--- src/rtl/ccip_mmio_csr_responder.sv ---
// CCI-P MMIO responder: decodes c0 MMIO reads/writes against a small CSR file
// and returns tid-tagged c2 read responses after a fixed pipeline latency.
module ccip_mmio_csr_responder #(
    parameter logic [63:0] AFU_DFH    = 64'h1000_0000_0000_1001,
    parameter logic [63:0] AFU_ID_L   = 64'h0,
    parameter logic [63:0] AFU_ID_H   = 64'h0,
    parameter int          RD_LATENCY = 2
) (
    input  logic        vl_clk_LPdomain_16ui,
    input  logic        ffs_LP16ui_afu_SoftReset,
    input  logic        rx_mmio_rd_valid,
    input  logic        rx_mmio_wr_valid,
    input  logic [15:0] rx_mmio_addr,
    input  logic [1:0]  rx_mmio_len,
    input  logic [8:0]  rx_mmio_tid,
    input  logic [63:0] rx_mmio_data,
    input  logic [63:0] afu_status,
    output logic        tx_mmio_rsp_valid,
    output logic [8:0]  tx_mmio_rsp_tid,
    output logic [63:0] tx_mmio_rsp_data,
    output logic [63:0] csr_ctrl,
    output logic [63:0] csr_scratch,
    output logic        err_unaligned
);

    localparam logic [14:0] QW_DFH     = 15'h00;
    localparam logic [14:0] QW_ID_L    = 15'h01;
    localparam logic [14:0] QW_ID_H    = 15'h02;
    localparam logic [14:0] QW_SCRATCH = 15'h08;
    localparam logic [14:0] QW_CTRL    = 15'h09;
    localparam logic [14:0] QW_STATUS  = 15'h0A;
    localparam logic [14:0] QW_CYCLE   = 15'h0B;
    localparam logic [14:0] QW_WRCNT   = 15'h0C;
    localparam int          LAST       = RD_LATENCY - 1;

    logic clk;
    logic rst;
    assign clk = vl_clk_LPdomain_16ui;
    assign rst = ffs_LP16ui_afu_SoftReset;

    logic [63:0] scratch_q, scratch_d;
    logic [63:0] ctrl_q, ctrl_d;
    logic [63:0] cycleCnt_q, cycleCnt_d;
    logic [31:0] wrCnt_q, wrCnt_d;
    logic        errUnaligned_q, errUnaligned_d;

    logic [RD_LATENCY-1:0] rspVld_q;
    logic [8:0]            rspTid_q  [RD_LATENCY];
    logic [63:0]           rspData_q [RD_LATENCY];

    logic [14:0] qwIdx;
    logic        hiHalf;
    logic        isWide;
    logic        unaligned;
    logic [63:0] regVal;
    logic [63:0] rdData;
    logic        wrAccept;
    logic [63:0] wrOld;
    logic [63:0] wrMerged;
    logic        clrPulse;

    // A DWORD address selects an 8B register by its upper bits; bit0 picks the half.
    assign qwIdx     = rx_mmio_addr[15:1];
    assign hiHalf    = rx_mmio_addr[0];
    assign isWide    = (rx_mmio_len != 2'd0);
    assign unaligned = isWide && hiHalf;
    assign wrAccept  = rx_mmio_wr_valid && !unaligned;

    always_comb begin
        regVal = 64'h0;
        case (qwIdx)
            QW_DFH:     regVal = AFU_DFH;
            QW_ID_L:    regVal = AFU_ID_L;
            QW_ID_H:    regVal = AFU_ID_H;
            QW_SCRATCH: regVal = scratch_q;
            QW_CTRL:    regVal = ctrl_q;
            QW_STATUS:  regVal = afu_status;
            QW_CYCLE:   regVal = cycleCnt_q;
            QW_WRCNT:   regVal = {32'h0, wrCnt_q};
            default:    regVal = 64'h0;
        endcase

        rdData = 64'h0;
        if (!unaligned) begin
            if (isWide) begin
                rdData = regVal;
            end else if (hiHalf) begin
                rdData = {32'h0, regVal[63:32]};
            end else begin
                rdData = {32'h0, regVal[31:0]};
            end
        end
    end

    // Only SCRATCH and CTRL are writable, so the merge source is one of those two.
    always_comb begin
        wrOld = (qwIdx == QW_CTRL) ? ctrl_q : scratch_q;
        if (isWide) begin
            wrMerged = rx_mmio_data;
        end else if (hiHalf) begin
            wrMerged = {rx_mmio_data[31:0], wrOld[31:0]};
        end else begin
            wrMerged = {wrOld[63:32], rx_mmio_data[31:0]};
        end

        clrPulse  = wrAccept && (qwIdx == QW_CTRL) && wrMerged[1];
        scratch_d = scratch_q;
        ctrl_d    = ctrl_q;
        if (wrAccept && (qwIdx == QW_SCRATCH)) begin
            scratch_d = wrMerged;
        end
        if (wrAccept && (qwIdx == QW_CTRL)) begin
            ctrl_d = wrMerged & ~64'h2;
        end

        cycleCnt_d = clrPulse ? 64'h0 : cycleCnt_q + 64'd1;
        if (clrPulse) begin
            wrCnt_d = 32'h0;
        end else if (rx_mmio_wr_valid) begin
            wrCnt_d = wrCnt_q + 32'd1;
        end else begin
            wrCnt_d = wrCnt_q;
        end

        errUnaligned_d = errUnaligned_q | (unaligned && (rx_mmio_rd_valid || rx_mmio_wr_valid));
    end

    always_ff @(posedge clk or posedge rst) begin
        if (rst) begin
            scratch_q      <= 64'h0;
            ctrl_q         <= 64'h0;
            cycleCnt_q     <= 64'h0;
            wrCnt_q        <= 32'h0;
            errUnaligned_q <= 1'b0;
        end else begin
            scratch_q      <= scratch_d;
            ctrl_q         <= ctrl_d;
            cycleCnt_q     <= cycleCnt_d;
            wrCnt_q        <= wrCnt_d;
            errUnaligned_q <= errUnaligned_d;
        end
    end

    // Response shift pipeline; idle slots carry zero so the c2 bus stays quiet.
    always_ff @(posedge clk or posedge rst) begin
        if (rst) begin
            rspVld_q <= '0;
            for (int i = 0; i < RD_LATENCY; i++) begin
                rspTid_q[i]  <= 9'h0;
                rspData_q[i] <= 64'h0;
            end
        end else begin
            rspVld_q[0]  <= rx_mmio_rd_valid;
            rspTid_q[0]  <= rx_mmio_rd_valid ? rx_mmio_tid : 9'h0;
            rspData_q[0] <= rx_mmio_rd_valid ? rdData : 64'h0;
            for (int i = 1; i < RD_LATENCY; i++) begin
                rspVld_q[i]  <= rspVld_q[i-1];
                rspTid_q[i]  <= rspTid_q[i-1];
                rspData_q[i] <= rspData_q[i-1];
            end
        end
    end

    assign tx_mmio_rsp_valid = rspVld_q[LAST];
    assign tx_mmio_rsp_tid   = rspTid_q[LAST];
    assign tx_mmio_rsp_data  = rspData_q[LAST];
    assign csr_ctrl          = ctrl_q;
    assign csr_scratch       = scratch_q;
    assign err_unaligned     = errUnaligned_q;

endmodule

--- config.mk ---
export PLATFORM = sky130hd
export DESIGN_NAME = ccip_mmio_csr_responder
export DESIGN_NICKNAME = d
export VERILOG_FILES = /design/src/rtl/ccip_mmio_csr_responder.sv
export SDC_FILE = /design/constraint.sdc
export NUM_CORES = 1
export LEC_CHECK = 0
export ABC_AREA = 1
export CORE_AREA = 2 2 212 214
export DETAILED_ROUTE_END_ITERATION = 7
export DIE_AREA = 0 0 214 216
export PLACE_DENSITY = 0.7
export SYNTH_ARGS = -nofsm -noshare
export SYNTH_HDL_FRONTEND = slang
export SYNTH_SLANG_ARGS = --single-unit
--- constraint.sdc ---
create_clock -name vl_clk_LPdomain_16ui -period 26 [get_ports vl_clk_LPdomain_16ui]
set_input_delay 5.2 -clock vl_clk_LPdomain_16ui [delete_from_list [all_inputs] [get_ports vl_clk_LPdomain_16ui]]
set_output_delay 5.2 -clock vl_clk_LPdomain_16ui [all_outputs]
set_load 0.05 [all_outputs]
==> summary.md <==
| Metric | Value |
|---|---|
| Worst slew margin | 30.8% |
| Initial DRT Pass Iterations | 5 |
| Minimum clock period | 8.81 ns |
| Placed cell areas | 23100 µm² |
| Met3 wire length | 8.90 mm |
| CP max stage delay | 0.74 ns |
| Final nets | 3069 |
| Area leader, netlist | dfrtp_1 |
| Crit path capture type | flip-flop |
| Slowest cell on the critical path | nand3_4 |
| Vias in the first global route | 18700 |
| TritonCTS clock tree | done |
| Initial DRC count | 2655 |
| Seq/Total Area, Yosys | 47.4% |
| Top cell type's share of synthesized area | 47.4% |
| Clock root cell | clkbuf_16 |
| Antenna violations before repair | 3 |
| Final Hold Fails | 0 |
| Synth unique cells | 46 |
| Die Ht | 216 µm |
| Grt total ovfl | 0 |
| Worst EP required | 26.43 ns |
| Area Overhead vs Synth | 25.5% |
| CTS clk-pin slew, worst paths | 0.06 ns |
| Inserted Clock Buffers | 42 |
| Synth Warn # | 0 |
| Worst Clk Skew | 0.0195 ns |
| Routed length on met1 | 32.6 mm |
| Post-Syn Nets | 2827 |
| I/O Pins | 362 |
| GPL Wtd Cong | 1.03 |
| Most common cell after layout, fill and taps aside | nand2_1 |
| Fin area | 24700 µm² |
| Worst slack, placed | 16.72 ns |
| Cells after Synth | 2666 |
| Hold_buf cts | 0 |
| Crit Path Max Fanout | 62 |
| GRT Overall Usage | 34.9% |
| Post-route ant nets | 0 |
| Kind of critical path | input pin to flip-flop |
| Most frequent cells in the layout | nand2_1 (771), nor2_1 (380), dfrtp_1 (372), clkdlybuf4s50_1 (359), inv_1 (274) |
| Hold depth | 0 |
| Post-CTS resize count | 0 |
| P per Cell Area | 55.2 nW/µm² |
| Vias per cell | 5.58 |
| Synthesized area per cell | 7.37 µm² |
| Clk sinks | 372 |
| Vias | 19700 |
| Max Cap Viol | 0 |
| DRC violations left | 0 |
| Post-DR wirelength/cell | 23.2 µm |
| Port buffer count | 360 |
| Max frequency | 0.114 GHz |
| FF-to-FF setup slack | 23.43 ns |
| Critical path cell sequence | clkdlybuf4s50_1, inv_1, nand2_1, nor2_1, nand3_4, nor2_4, buf_4, inv_2, buf_4, nand2_1, o21ai_0 |
| DIE AREA | 46200 µm² |
| Initial core utilization | 44.8% |
| RSZ-0062 raised after global routing | false |
| Clock Path Buffers | 3 |
| Least-Margin Pin Slew | 1.04 ns |
| Clock Latency Late Sink | 0.58 ns |
| Core Box Area | 43800 µm² |
| Mapped Area | 19700 µm² |
| Outcome | completed |
| Final Core Density | 56.3% |
| Total Routed Length | 82.1 mm |
| First-pass GRT wire length | 120 mm |
| Slew Viols, Final | 0 |
| Pleak | 11.7 nW |
| H-tree depth | 2 |
| Largest net degree at the start of global routing | 178 |
| Hold Slack | 0.347 ns |
| Setup WS post-layout | 17.19 ns |
| Share of cells above drive strength 1 | 4.25% |
| Met2 WL | 35.9 mm |
| Row cnt | 77 |
| DP HPWL | 61.0 mm |
| HP Class | flip-flop to flip-flop |
| DR top layer | met4 |
| Crit start category | input pin |
| #FFs+latches synth | 372 |
| Synth top area cells | dfrtp_1 (47%), nand2_1 (15%), nor2_1 (7.3%), inv_1 (5.3%), nand3_1 (4.0%) |
| Worst reg-to-reg path cell count | 9 |
| Final setup TNS | 0 ns |
| Final setup fails | 0 |
| Part of the cycle the worst path needs | 33.9% |
| Critical path arrival | 9.24 ns |
| Worst VDD drop | 0.0000381 V |
| Number of post-CTS setup repair buffers | 0 |
| Die extent in x | 214 µm |
==> power breakdown <==
part | switching [mW] | internal, mW
Combinational | 0.0648 | 0.0390
Sequential | 0.0107 | 0.588
Clock | 0.260 | 0.399
Total | 0.336 | 1.03
==> path summary, 6_finish.rpt <==
check                                    startpoint            endpoint
max                                 rx_mmio_addr[6]         csr_ctrl[2]
min                                     rspTid_q[9]  tx_mmio_rsp_tid[0]
max reg2reg                           cycleCnt_q[1]      cycleCnt_q[62]
min reg2reg                             rspTid_q[9]  tx_mmio_rsp_tid[0]
max in group asynchronous  ffs_LP16ui_afu_SoftReset         wrCnt_q[27]
min in group asynchronous  ffs_LP16ui_afu_SoftReset  tx_mmio_rsp_tid[8]
==> flip-flops by register name (all words and copies together), names as in the netlist, 9 cells and up <==
signal            flops
csr_scratch          64
rspTid_q              9
tx_mmio_rsp_tid       9
rspData_q            64
tx_mmio_rsp_data     64
csr_ctrl             63
wrCnt_q              32
cycleCnt_q           64
==> Yosys cell counts, drive strengths merged <==
cell type and n:
o21a 12, and3 2, nand3 161, a221oi 1, nand3b 2, nand2 773, a31oi 20, nor2 390
o31ai 1, o21ai 140, and2 1, inv 284, o21bai 1, o221ai 4, nor4 4, clkinv 3
mux2 1, nor3b 2, o211ai 27, a21oi 92, ha 2, o22ai 10, dfrtp 372, or2 2
xnor2 3, nand4 38, buf 132, a211o 11, xor2 40, clkbuf 48, nor3 86, conb 1
==> stage by stage <==
stage,cells,power (mW)
after global routing,3535,1.40
after CTS,3533,1.37
final,3536,1.36
after floorplan,2666,0.659
after detailed placement,3456,0.711
after global placement,3456,0.710
==> final cells by class <==
type	instances	area (µm²)
Fill cell	4152	19200
Sequential cell	372	9310
Multi-Input combinational cell	1827	8260
Timing Repair Buffer	378	3750
Clock buffer	56	1210
Inverter	287	1080
Tap cell	592	741
Clock inverter	21	312
Antenna cell	3	7.51
==> critical path: cells and delay by family <==
kind	cells	cell delay [ns]
AO/OA/AOI/OAI	1	0.09
buffers and inverters	5	1.98
AND/OR/NAND/NOR	5	1.88
==> cell families (layout without fill, tap and decap cells) <==
logic type / count (synthesis) / count (layout) / synth area share (%)
simple gates: 1461 / 1461 / 30.6
buf+inv: 467 / 742 / 10.7
flops: 372 / 372 / 47.4
compound gates: 319 / 319 / 9.20
xor+xnor: 43 / 43 / 1.92
fa+ha+maj: 2 / 2 / 0.127
other cells: 1 / 4 / 0.0191
mux: 1 / 1 / 0.0573
==> layer usage <==
| layer | GRT usage [%] | up-vias |
|---|---|---|
| li1 | - | 8871 |
| met1 | 47.2 | 9396 |
| met5 | 0 | - |
| met2 | 52.4 | 1282 |
| met3 | 7.91 | 176 |
| met4 | 18.5 | 0 |
Note: power is estimated with default switching activity, not from simulation.
